--- src/rtl/green_pkg.sv ---
// Shared types and geometry for the green mask sequencer.
// Default mask geometry is 40 x 60; green_count width is defined for GREEN_COUNT_EN builds.
package green_pkg;
  localparam int HEIGHT = 40;
  localparam int LENGTH = 60;
  localparam int ROW_W  = $clog2(HEIGHT);
  localparam int COL_W  = $clog2(LENGTH);
  localparam int GC_W   = $clog2(HEIGHT * LENGTH + 1);

  typedef logic [2:0][7:0] rgb_t;

  typedef struct packed {
    rgb_t lower;
    rgb_t upper;
  } thresh_t;

  typedef enum logic [1:0] {IDLE, STREAM, FLUSH, DONE} state_t;

  localparam thresh_t THRESH_RST = '{lower: '0, upper: '1};

  // Inclusive unsigned bounds; an inverted range (lower > upper) can never match.
  function automatic logic is_green(rgb_t pix, thresh_t thr);
    logic ok;
    ok = 1'b1;
    for (int ch = 0; ch < 3; ch++) begin
      if ((pix[ch] < thr.lower[ch]) || (pix[ch] > thr.upper[ch])) ok = 1'b0;
    end
    return ok;
  endfunction
endpackage

--- src/rtl/green_pixel_cmp.sv ---
// Stage-2 registered compare: turns one stage-1 pixel into a mask buffer write.
// mask bit is 0 for green, 1 otherwise.
module green_pixel_cmp
  import green_pkg::*;
(
  input  logic             clk_in,
  input  logic             rst_in_n,
  input  logic             i_vld_p1,
  input  rgb_t             i_pix_p1,
  input  logic [ROW_W-1:0] i_row_p1,
  input  logic [COL_W-1:0] i_col_p1,
  input  thresh_t          i_thr,
  output logic             o_we_p2,
  output logic [ROW_W-1:0] o_row_p2,
  output logic [COL_W-1:0] o_col_p2,
  output logic             o_bit_p2
);
  logic             r_we_p2;
  logic [ROW_W-1:0] r_row_p2;
  logic [COL_W-1:0] r_col_p2;
  logic             r_bit_p2;

  // stage 2: compare and present the write
  always_ff @(posedge clk_in) begin
    if (!rst_in_n) begin
      r_we_p2  <= 1'b0;
      r_row_p2 <= '0;
      r_col_p2 <= '0;
      r_bit_p2 <= 1'b1;
    end else begin
      r_we_p2 <= i_vld_p1;
      if (i_vld_p1) begin
        r_row_p2 <= i_row_p1;
        r_col_p2 <= i_col_p1;
        r_bit_p2 <= ~is_green(i_pix_p1, i_thr);
      end
    end
  end

  assign o_we_p2  = r_we_p2;
  assign o_row_p2 = r_row_p2;
  assign o_col_p2 = r_col_p2;
  assign o_bit_p2 = r_bit_p2;
endmodule

--- src/rtl/green_mask_sequencer.sv ---
// Frames a pixel stream into a HEIGHT x LENGTH green mask with double-buffered thresholds.
// Define GREEN_COUNT_EN to add the per-frame green_count output.
module green_mask_sequencer
  import green_pkg::*;
(
  input  logic             clk_in,
  input  logic             rst_in_n,
  input  logic             run_en,
  input  logic             cfg_wr,
  input  rgb_t             cfg_lower,
  input  rgb_t             cfg_upper,
  input  logic             pix_valid,
  output logic             pix_ready,
  input  logic             pix_sof,
  input  rgb_t             pix_data,
  output logic             mask_we,
  output logic [ROW_W-1:0] mask_row,
  output logic [COL_W-1:0] mask_col,
  output logic             mask_bit,
  output logic             frame_done,
  output logic             frame_err,
  output logic             busy
`ifdef GREEN_COUNT_EN
  ,
  output logic [GC_W-1:0]  green_count
`endif
);
  state_t           r_state;
  logic [ROW_W-1:0] r_row;
  logic [COL_W-1:0] r_col;
  thresh_t          r_thr_pend;
  thresh_t          r_thr_act;
  logic             r_frame_done;
  logic             r_frame_err;
  logic             r_vld_p1;
  rgb_t             r_pix_p1;
  logic [ROW_W-1:0] r_row_p1;
  logic [COL_W-1:0] r_col_p1;

  thresh_t          w_cfg;
  logic             w_accept;
  logic             w_restart;
  logic             w_take;
  logic             w_err;
  logic             w_last;
  logic [ROW_W-1:0] w_pix_row;
  logic [COL_W-1:0] w_pix_col;

  assign w_cfg     = '{lower: cfg_lower, upper: cfg_upper};
  assign pix_ready = rst_in_n && ((r_state == STREAM) || ((r_state == IDLE) && run_en));
  assign w_accept  = pix_valid && pix_ready;
  // Any accepted SOF starts a frame at (0,0), including a restart mid-frame.
  assign w_restart = w_accept && pix_sof;
  assign w_take    = w_accept && (pix_sof || (r_state == STREAM));
  assign w_err     = w_accept && (((r_state == IDLE) && !pix_sof) ||
                                  ((r_state == STREAM) && pix_sof));
  assign w_pix_row = w_restart ? '0 : r_row;
  assign w_pix_col = w_restart ? '0 : r_col;
  assign w_last    = (w_pix_row == ROW_W'(HEIGHT - 1)) && (w_pix_col == COL_W'(LENGTH - 1));

  always_ff @(posedge clk_in) begin
    if (!rst_in_n) begin
      r_state      <= IDLE;
      r_row        <= '0;
      r_col        <= '0;
      r_thr_pend   <= THRESH_RST;
      r_thr_act    <= THRESH_RST;
      r_vld_p1     <= 1'b0;
      r_frame_done <= 1'b0;
      r_frame_err  <= 1'b0;
    end else begin
      r_frame_done <= 1'b0;
      r_frame_err  <= w_err;
      r_vld_p1     <= w_take;
      if (cfg_wr) r_thr_pend <= w_cfg;
      if (w_restart) r_thr_act <= cfg_wr ? w_cfg : r_thr_pend;
      if (w_take) begin
        if (w_pix_col == COL_W'(LENGTH - 1)) begin
          r_col <= '0;
          r_row <= w_pix_row + 1'b1;
        end else begin
          r_col <= w_pix_col + 1'b1;
          r_row <= w_pix_row;
        end
      end
      unique case (r_state)
        IDLE:    if (w_take) r_state <= STREAM;
        STREAM:  if (w_take && w_last) r_state <= FLUSH;
        // Last pixel has left stage 1 and its write is on the bus now.
        FLUSH:   if (!r_vld_p1 && mask_we) begin
                   r_state      <= DONE;
                   r_frame_done <= 1'b1;
                 end
        DONE:    r_state <= IDLE;
        default: r_state <= IDLE;
      endcase
    end
  end

  // stage 1: capture pixel and its raster position
  always_ff @(posedge clk_in) begin
    if (w_take) begin
      r_pix_p1 <= pix_data;
      r_row_p1 <= w_pix_row;
      r_col_p1 <= w_pix_col;
    end
  end

  green_pixel_cmp u_cmp (
    .clk_in   (clk_in),
    .rst_in_n (rst_in_n),
    .i_vld_p1 (r_vld_p1),
    .i_pix_p1 (r_pix_p1),
    .i_row_p1 (r_row_p1),
    .i_col_p1 (r_col_p1),
    .i_thr    (r_thr_act),
    .o_we_p2  (mask_we),
    .o_row_p2 (mask_row),
    .o_col_p2 (mask_col),
    .o_bit_p2 (mask_bit)
  );

  assign frame_done = r_frame_done;
  assign frame_err  = r_frame_err;
  assign busy       = (r_state == STREAM) || (r_state == FLUSH);

`ifdef GREEN_COUNT_EN
  // Frame generation tag keeps stragglers of an aborted frame out of the new count.
  logic            r_gen;
  logic            r_gen_p1;
  logic            r_gen_p2;
  logic [GC_W-1:0] r_green_count;

  always_ff @(posedge clk_in) begin
    if (!rst_in_n) begin
      r_gen         <= 1'b0;
      r_green_count <= '0;
    end else if (w_restart) begin
      r_gen         <= ~r_gen;
      r_green_count <= '0;
    end else if (mask_we && !mask_bit && (r_gen_p2 == r_gen)) begin
      r_green_count <= r_green_count + 1'b1;
    end
  end

  always_ff @(posedge clk_in) begin
    if (w_take) r_gen_p1 <= w_restart ? ~r_gen : r_gen;
    r_gen_p2 <= r_gen_p1;
  end

  assign green_count = r_green_count;
`endif
endmodule
--- config.mk ---
export PLATFORM = sky130hd
export DESIGN_NAME = green_mask_sequencer
export DESIGN_NICKNAME = d
export VERILOG_FILES = /design/src/rtl/green_pkg.sv /design/src/rtl/green_pixel_cmp.sv /design/src/rtl/green_mask_sequencer.sv
export SDC_FILE = /design/constraint.sdc
export NUM_CORES = 1
export LEC_CHECK = 0
export CAP_MARGIN = 30
export CORE_MARGIN = 10
export CORE_UTILIZATION = 40
export CTS_CLUSTER_DIAMETER = 30
export DETAILED_ROUTE_END_ITERATION = 8
export DONT_BUFFER_PORTS = 1
export PLACE_DENSITY = 0.6
export SETUP_SLACK_MARGIN = 0.05
export SLEW_MARGIN = 20
export SYNTH_ARGS = -nofsm -noshare
export SYNTH_HDL_FRONTEND = slang
export SYNTH_SLANG_ARGS = --single-unit
export TNS_END_PERCENT = 30
--- constraint.sdc ---
create_clock -name clk_in -period 8.39 [get_ports clk_in]
set_clock_uncertainty 0.05 [all_clocks]
set_input_delay 0 -clock clk_in [delete_from_list [all_inputs] [get_ports clk_in]]
set_output_delay 0 -clock clk_in [all_outputs]
set_load 0.05 [all_outputs]
==> results_dict.tcl, run 1 <==
set metrics [dict create \
    drt_iter0_drc 215 \
    stdcell_area_mm2 0.009107 \
    dr.pass1.iters 4 \
    die_h_um 152.9 \
    cp-start-kind "register" \
    fp.dieW_um 152.9 \
    ys_top_cells_by_area "dfxtp_1 36%, edfxtp_1 15%, ha_1 9.0%, mux2i_1 8.8%, nand2_1 4.8%" \
    ff2ff_setup_slack_ns 5.16 \
    slew_headroom_pct 35.57 \
    yosys.area.top_type "dfxtp_1" \
    drv_slew 0 \
    crit_path_max_incr_delay_ns 0.37 \
    ys_seq_area_share_pct 51.28 \
    fin_crit_sh_pct 38.52 \
    place_area_mm2 0.007234 \
    fillers 1516 \
    gr-total-overflow 0 \
    vdd_drop_max_mv 0.1430 \
    portBuffers 0 \
    synth-edff-count 36 \
    clk-insertion-delay-late_ns 0.42 \
    die-area_mm2 0.02338 \
    place_congestion 0.7537 \
    cts_tree "done" \
    synth_warnings 0 \
    via_count 5128 \
    synth_compound_area_share_pct 11.12 \
    core-area_mm2 0.01730 \
    fin_nets 917 \
    clockBufferDepth 2 \
    postSynthAreaPerCell_um2 10.47 \
    grt_pass1_wl_mm 27.75 \
    hold_depth 3 \
    setup_viol 0 \
    worstSetupPathType "register to register" \
    critical_path.most_common_cell "ha_1" \
    synth_cells 675 \
    cts-root-buf "clkbuf_16" \
    hp-class "input pin to register" \
    ys_ff_latch 163 \
    post_cts_buffers 0 \
    holdBufCountCts 126 \
    tightest_slew_ns 0.9644 \
    mappedNetlistNets 804 \
    grt_max_degree 130 \
    clkTransAtPathRegs_ns 0.07 \
    final_antenna_net_count 0 \
    ctsResizeCount 0 \
    synth_xor_area_share_pct 0.6198 \
    placementRows 48 \
    dp_cells 867 \
    worstPathCellList "inv_1 -> ha_1 -> a21oi_2 -> or2_2 -> and2_1 -> ha_1 -> and4b_1 -> o2111a_2 -> nand4_1 -> a22o_1 -> o31a_1 -> o21a_1" \
    yosysUniqueCellTypes 50 \
    grt_pass1_vias 5423 \
    cp-end-kind "register" \
    ff_latch_area_mm2 0.003623 \
    synthMuxAreaShare_pct 8.943 \
    setup_tns_ns 0 \
    path_buf_inv 1 \
    globalRouteMet1Util_pct 17.01 \
    syn2layout_area_growth_pct 28.90 \
    drc_errors 0 \
    fin_cells 1027 \
    hold_end "r_vld_p1$_SDFF_PN0_" \
    routedWlPerCell_um 16.37 \
    yosys-top-cells-count "127 x dfxtp_1, 91 x nand2_1, 62 x mux2i_1" \
    critPathMaxFanout 12 \
    htree_levels 4 \
    reg2reg_to "r_state[0]$_SDFFE_PN0P_" \
    reg2regPathDepth 12 \
    synth_top_area_share_pct 35.98 \
    p_leak_nw 4.118 \
    period_needed_ns 3.232 \
    numCtsBuffers 17 \
    yosysMostFrequentCell "dfxtp_1" \
    min_from "run_en" \
    multi_input_area_mm2 0.003079 \
    power_density_mw_per_mm2 214.4 \
    antenna_found_initial 1 \
    required_ns 8.66 \
    drive_gt1_share_pct 5.243 \
    synthFlopType "dfxtp_1" \
    critPathTopFamily "compound AO/OA/AOI/OAI gates" \
    synthAdderAreaFrac_pct 9.031 \
    start_util_pct 40.85 \
    outcome "finished clean" \
    hold_viol 0 \
    fin_util_pct 52.65 \
    synth_top_family_by_area "simple AND/OR/NAND/NOR gates" \
    grt_busiest_layer "met2" \
    viasPerCell 4.993 \
    clock.fmax_ghz 0.3094 \
    yosys.area_share.simple_pct 13.76 \
    use_met2_pct 24.05 \
    wl_mm 16.82 \
    grt_usage_pct 14.48 \
    ios 96 \
    cts_num_sinks 163 \
    use_met3_pct 4.545 \
    grt_setup_unrepaired "no" \
    synth_area_mm2 0.007066 \
    max_cap_viol_count 0 \
    slowest_stage "dfxtp_1" \
    cp.arrival_ns 3.50 \
    synthArstFlopShare_pct 0 \
    r2r-start "r_state[1]$_SDFFE_PN0P_" \
    hpwl_mm 10.73 \
]
==> cell type report <==
class,instances,share of cell area [%]
sequential,163,39.79
inverter,58,2.445
multi-input combinational,420,33.81
clock inverter,11,1.113
antenna,1,0.02748
timing repair buffer,128,14.67
tap,225,3.091
clock buffer,21,5.056
==> routing by layer <==
layer	part of all wire [%]	routed length, µm
met1	44	7363
met2	48	8149
met3	6.1	1026
met4	1.6	277
met5	0	0
==> sequential cells by signal, summed over array words and instances, names as in the netlist, 2 cells and up <==
register and flops:
r_state 2, u_cmp.o_col_p2 6, r_pix_p1 24, r_row_p1 6, r_col 6, u_cmp.o_row_p2 6, r_col_p1 6, r_row 6
r_thr_pend 48, r_thr_act 48
==> cells in the final DEF, fill, tap and decap left out, types with 4 or more instances in the layout <==
cell and instances:
nor2b_1 40, nor3_1 4, and2_1 16, a21oi_1 20
edfxtp_1 36, nor2_1 8, nand4_1 10, inv_1 57
mux2i_1 62, ha_1 51, o211a_1 24, clkbuf_16 17
o21ai_0 17, dfxtp_1 127, nand2_1 91, o211ai_1 26
dlygate4sd3_1 124
==> worst max path at each step <==
stage                            start                 endpoint  slack (ns)  depth (start not counted)
6_report       r_state[1]$_SDFFE_PN0P_  r_state[0]$_SDFFE_PN0P_        5.16                         12
5_1_grt        r_state[1]$_SDFFE_PN0P_  r_state[1]$_SDFFE_PN0P_        4.96                         12
4_1_cts        r_state[1]$_SDFFE_PN0P_  r_state[0]$_SDFFE_PN0P_        4.52                         12
3_5_place_dp   r_state[0]$_SDFFE_PN0P_  r_state[0]$_SDFFE_PN0P_        4.53                         12
3_3_place_gp   r_state[0]$_SDFFE_PN0P_  r_state[0]$_SDFFE_PN0P_        4.69                         12
2_1_floorplan  r_state[0]$_SDFFE_PN0P_  r_state[0]$_SDFFE_PN0P_        5.62                         13
==> metrics by stage <==
| step | total power (W) | setup WS (ns) | hold slack (ns) |
|---|---|---|---|
| 6_report | 0.001953 | 5.158 | 0.05309 |
| 5_1_grt | 0.002050 | 4.961 | 0.09371 |
| 4_1_cts | 0.001963 | 4.522 | 0.03402 |
| 3_5_place_dp | 0.001153 | 4.532 | 0.04774 |
| 3_3_place_gp | 0.001136 | 4.687 | 0.04897 |
| 2_1_floorplan | 0.001110 | 5.624 | 0.04887 |
==> worst min-delay path: stages <==
cell     delay [ns]
a31oi_1        0.06
or2_1          0.34
inv_1          0.09
==> cell families (layout without fill, tap and decap cells) <==
logic type | Yosys count | after routing
and+or+nand+nor | 193 | 193
buffers and inverters | 92 | 218
xor gates and xnor gates | 5 | 5
muxes | 63 | 63
adders and majority gates | 51 | 51
other | 0 | 1
AOI/OAI and AO/OA | 108 | 108
DFF | 163 | 163
==> power by group <==
group,total [W],internal (W),switching [W]
clock network,0.000745,0.000426,0.000320
logic,0.000295,0.000137,0.000158
registers,0.000913,0.000860,0.0000523
Note: power is estimated with default switching activity, not from simulation.
==> inputs of run 2 (changes only) <==
==> constraint.sdc (replaced) <==
create_clock -name clk_in -period 3.32 [get_ports clk_in]
set_clock_uncertainty 0.05 [all_clocks]
set_input_delay 0 -clock clk_in [delete_from_list [all_inputs] [get_ports clk_in]]
set_output_delay 0 -clock clk_in [all_outputs]
set_load 0.05 [all_outputs]
==> run 2 against run 1 <==
Clock-buffer cell count increased by 2; sequential share of layout area rose by 0.11 points; combinational power rose to 2.5 times the previous value; flip-flop and latch count unchanged; power increased to 2.5 times the previous value; die area unchanged; first-iteration DRC count is 7.0% lower; design area fell by 0.27%; global-route usage is 0.53 points lower; critical path depth unchanged; sequential power grew to 2.5 times the previous value; critical endpoint unchanged; largest cell class unchanged; largest power group unchanged.
==> results_dict.tcl, run 2 (synthesis gave the netlist of run 1 again) <==
set metrics [dict create \
    p_leak_nw 4.113 \
    sw_frac_of_total_pct 27.21 \
    mostFrequentLayoutCells "127 x dfxtp_1, 124 x dlygate4sd3_1, 91 x nand2_1" \
    grt_usage_pct 13.95 \
    r2r-start "r_state[0]$_SDFFE_PN0P_" \
    worstSetupPathType "register to register" \
    critPathTopFamily "compound AO/OA/AOI/OAI gates" \
    syn2layout_area_growth_pct 28.55 \
    layout.cells.most_common "dfxtp_1" \
    hpwl_mm 10.86 \
    required_ns 3.59 \
    final_antenna_net_count 0 \
    p_seq_share_pct 46.9 \
    cts_num_sinks 163 \
    power_density_mw_per_mm2 539.5 \
    outcome "finished clean" \
    dr.pass1.iters 4 \
    grt_max_degree 131 \
    hp-class "input pin to register" \
    wl_mm 16.33 \
    crit_start "r_state[0]$_SDFFE_PN0P_" \
    setup_tns_ns 0 \
    drv_slew 0 \
    ios 96 \
    tightest_slew_ns 0.9885 \
    dp_cells 869 \
    crit_path_max_incr_delay_ns 0.37 \
    viasPerCell 4.979 \
    clk-insertion-delay-late_ns 0.42 \
    min_from "run_en" \
    grt_setup_unrepaired "no" \
    via_count 5113 \
    numCtsBuffers 17 \
    worstPathCellList "inv_1 -> ha_1 -> a21oi_4 -> or2_2 -> and2_1 -> ha_1 -> and4b_1 -> o2111a_2 -> nand4_1 -> a22o_1 -> o31a_1 -> o21a_1" \
    fin_crit_sh_pct 91.75 \
    pwr-share-comb_pct 15.4 \
    fin_nets 918 \
    multi_input_area_mm2 0.003087 \
    ff_latch_area_mm2 0.003623 \
    max_cap_viol_count 0 \
    hold_slack_ns 0.03377 \
    cp.arrival_ns 3.31 \
    p_clk_share_pct 37.8 \
    core-area_mm2 0.01730 \
    switchingPower_w 0.001333 \
    largestRegisters "r_thr_act: 48 flops, r_thr_pend: 48 flops, r_pix_p1: 24 flops" \
    drive_gt1_share_pct 5.362 \
    setup_viol 0 \
    vdd_drop_max_mv 0.3615 \
    start_util_pct 40.85 \
    clockBufferDepth 2 \
    gr-total-overflow 0 \
    grt_pass1_vias 5298 \
    period_needed_ns 3.046 \
    place_congestion 0.7517 \
    hold_viol 0 \
    diodes 0 \
    p_int_w 0.003567 \
    placementRows 48 \
    htree_levels 4 \
    cts_tree "done" \
    post_cts_buffers 0 \
    slowest_stage "dfxtp_1" \
    routedWlPerCell_um 15.90 \
    cp-end-kind "register" \
    die-area_mm2 0.02338 \
    drt_iter0_drc 200 \
    clock.fmax_ghz 0.3283 \
    die_h_um 152.9 \
    fin_cells 1027 \
    cp-start-kind "register" \
    fin_util_pct 52.51 \
    cts-root-buf "clkbuf_16" \
    slew_headroom_pct 33.96 \
    path_buf_inv 1 \
    critical_path.most_common_cell "ha_1" \
    fillers 1504 \
    portBuffers 0 \
    fp.dieW_um 152.9 \
    grt_pass1_wl_mm 27.15 \
    clkTransAtPathRegs_ns 0.06 \
    drc_errors 0 \
    critPathMaxFanout 9 \
    antenna_found_initial 0 \
]
-- run 2: final timing paths --
| check | endpoint | slack [ns] | depth (start not counted) |
|---|---|---|---|
| setup / recovery | r_state[0]$_SDFFE_PN0P_ | 0.27 | 12 |
| hold / removal | r_vld_p1$_SDFF_PN0_ | 0.03 | 3 |
| setup reg to reg | r_state[0]$_SDFFE_PN0P_ | 0.27 | 12 |
| hold reg to reg | r_thr_act[1]$_SDFFE_PN1P_ | 0.44 | 2 |
-- run 2: area by class of cell --
cell class                 count  area share [%]
clock buffer                  23           5.373
clock inverter                 9          0.7577
inverter                      58           2.452
multi-input combinational    420           33.99
sequential                   163           39.90
tap                          225           3.100
timing repair buffer         129           14.44
-- run 2: metal layers --
| layer | global-route usage, % | part of all wire, % |
|---|---|---|
| met1 | 16.74 | 45 |
| met4 | 5.132 | 1.7 |
| met3 | 4.181 | 5.1 |
| met5 | 0 | 0 |
| met2 | 23.08 | 48 |
-- run 2: power by group through the flow --
stage | sequential [W] | clock, W | combinational, W
finish | 0.00230 | 0.00185 | 0.000752
global route | 0.00231 | 0.00198 | 0.000839
CTS | 0.00230 | 0.00189 | 0.000744
detailed placement | 0.00234 | 0 | 0.000571
global placement | 0.00233 | 0 | 0.000539
floorplan | 0.00231 | 0 | 0.000494
-- run 2: timing repair --
| item | CTS | global route |
|---|---|---|
| hold buffers | 126 | 0 |
| gates resized for setup | 0 | 1 |
| endpoints found under the setup margin | 0 | 3 |
| hold endpoints to repair | 150 | 0 |
-- run 2: stage by stage --
| step | worst slack [ns] | area [µm²] | total power [W] |
|---|---|---|---|
| detailed placement | 0.2541 | 7229 | 0.002911 |
| floorplan | 0.5540 | 7066 | 0.002805 |
| finish | 0.2741 | 9082 | 0.004900 |
| global placement | 0.3692 | 7229 | 0.002873 |
| CTS | 0.2311 | 9075 | 0.004931 |
| global route | 0.07844 | 9082 | 0.005137 |
-- run 2: worst reg2reg max path, stage by stage, from the launching register on --
cell and delay, ns:
dfxtp_1 0.37, inv_1 0.10, ha_1 0.28, a21oi_4 0.24, or2_2 0.23, and2_1 0.23, ha_1 0.24, and4b_1 0.23
o2111a_2 0.28, nand4_1 0.13, a22o_1 0.23, o31a_1 0.24, o21a_1 0.10
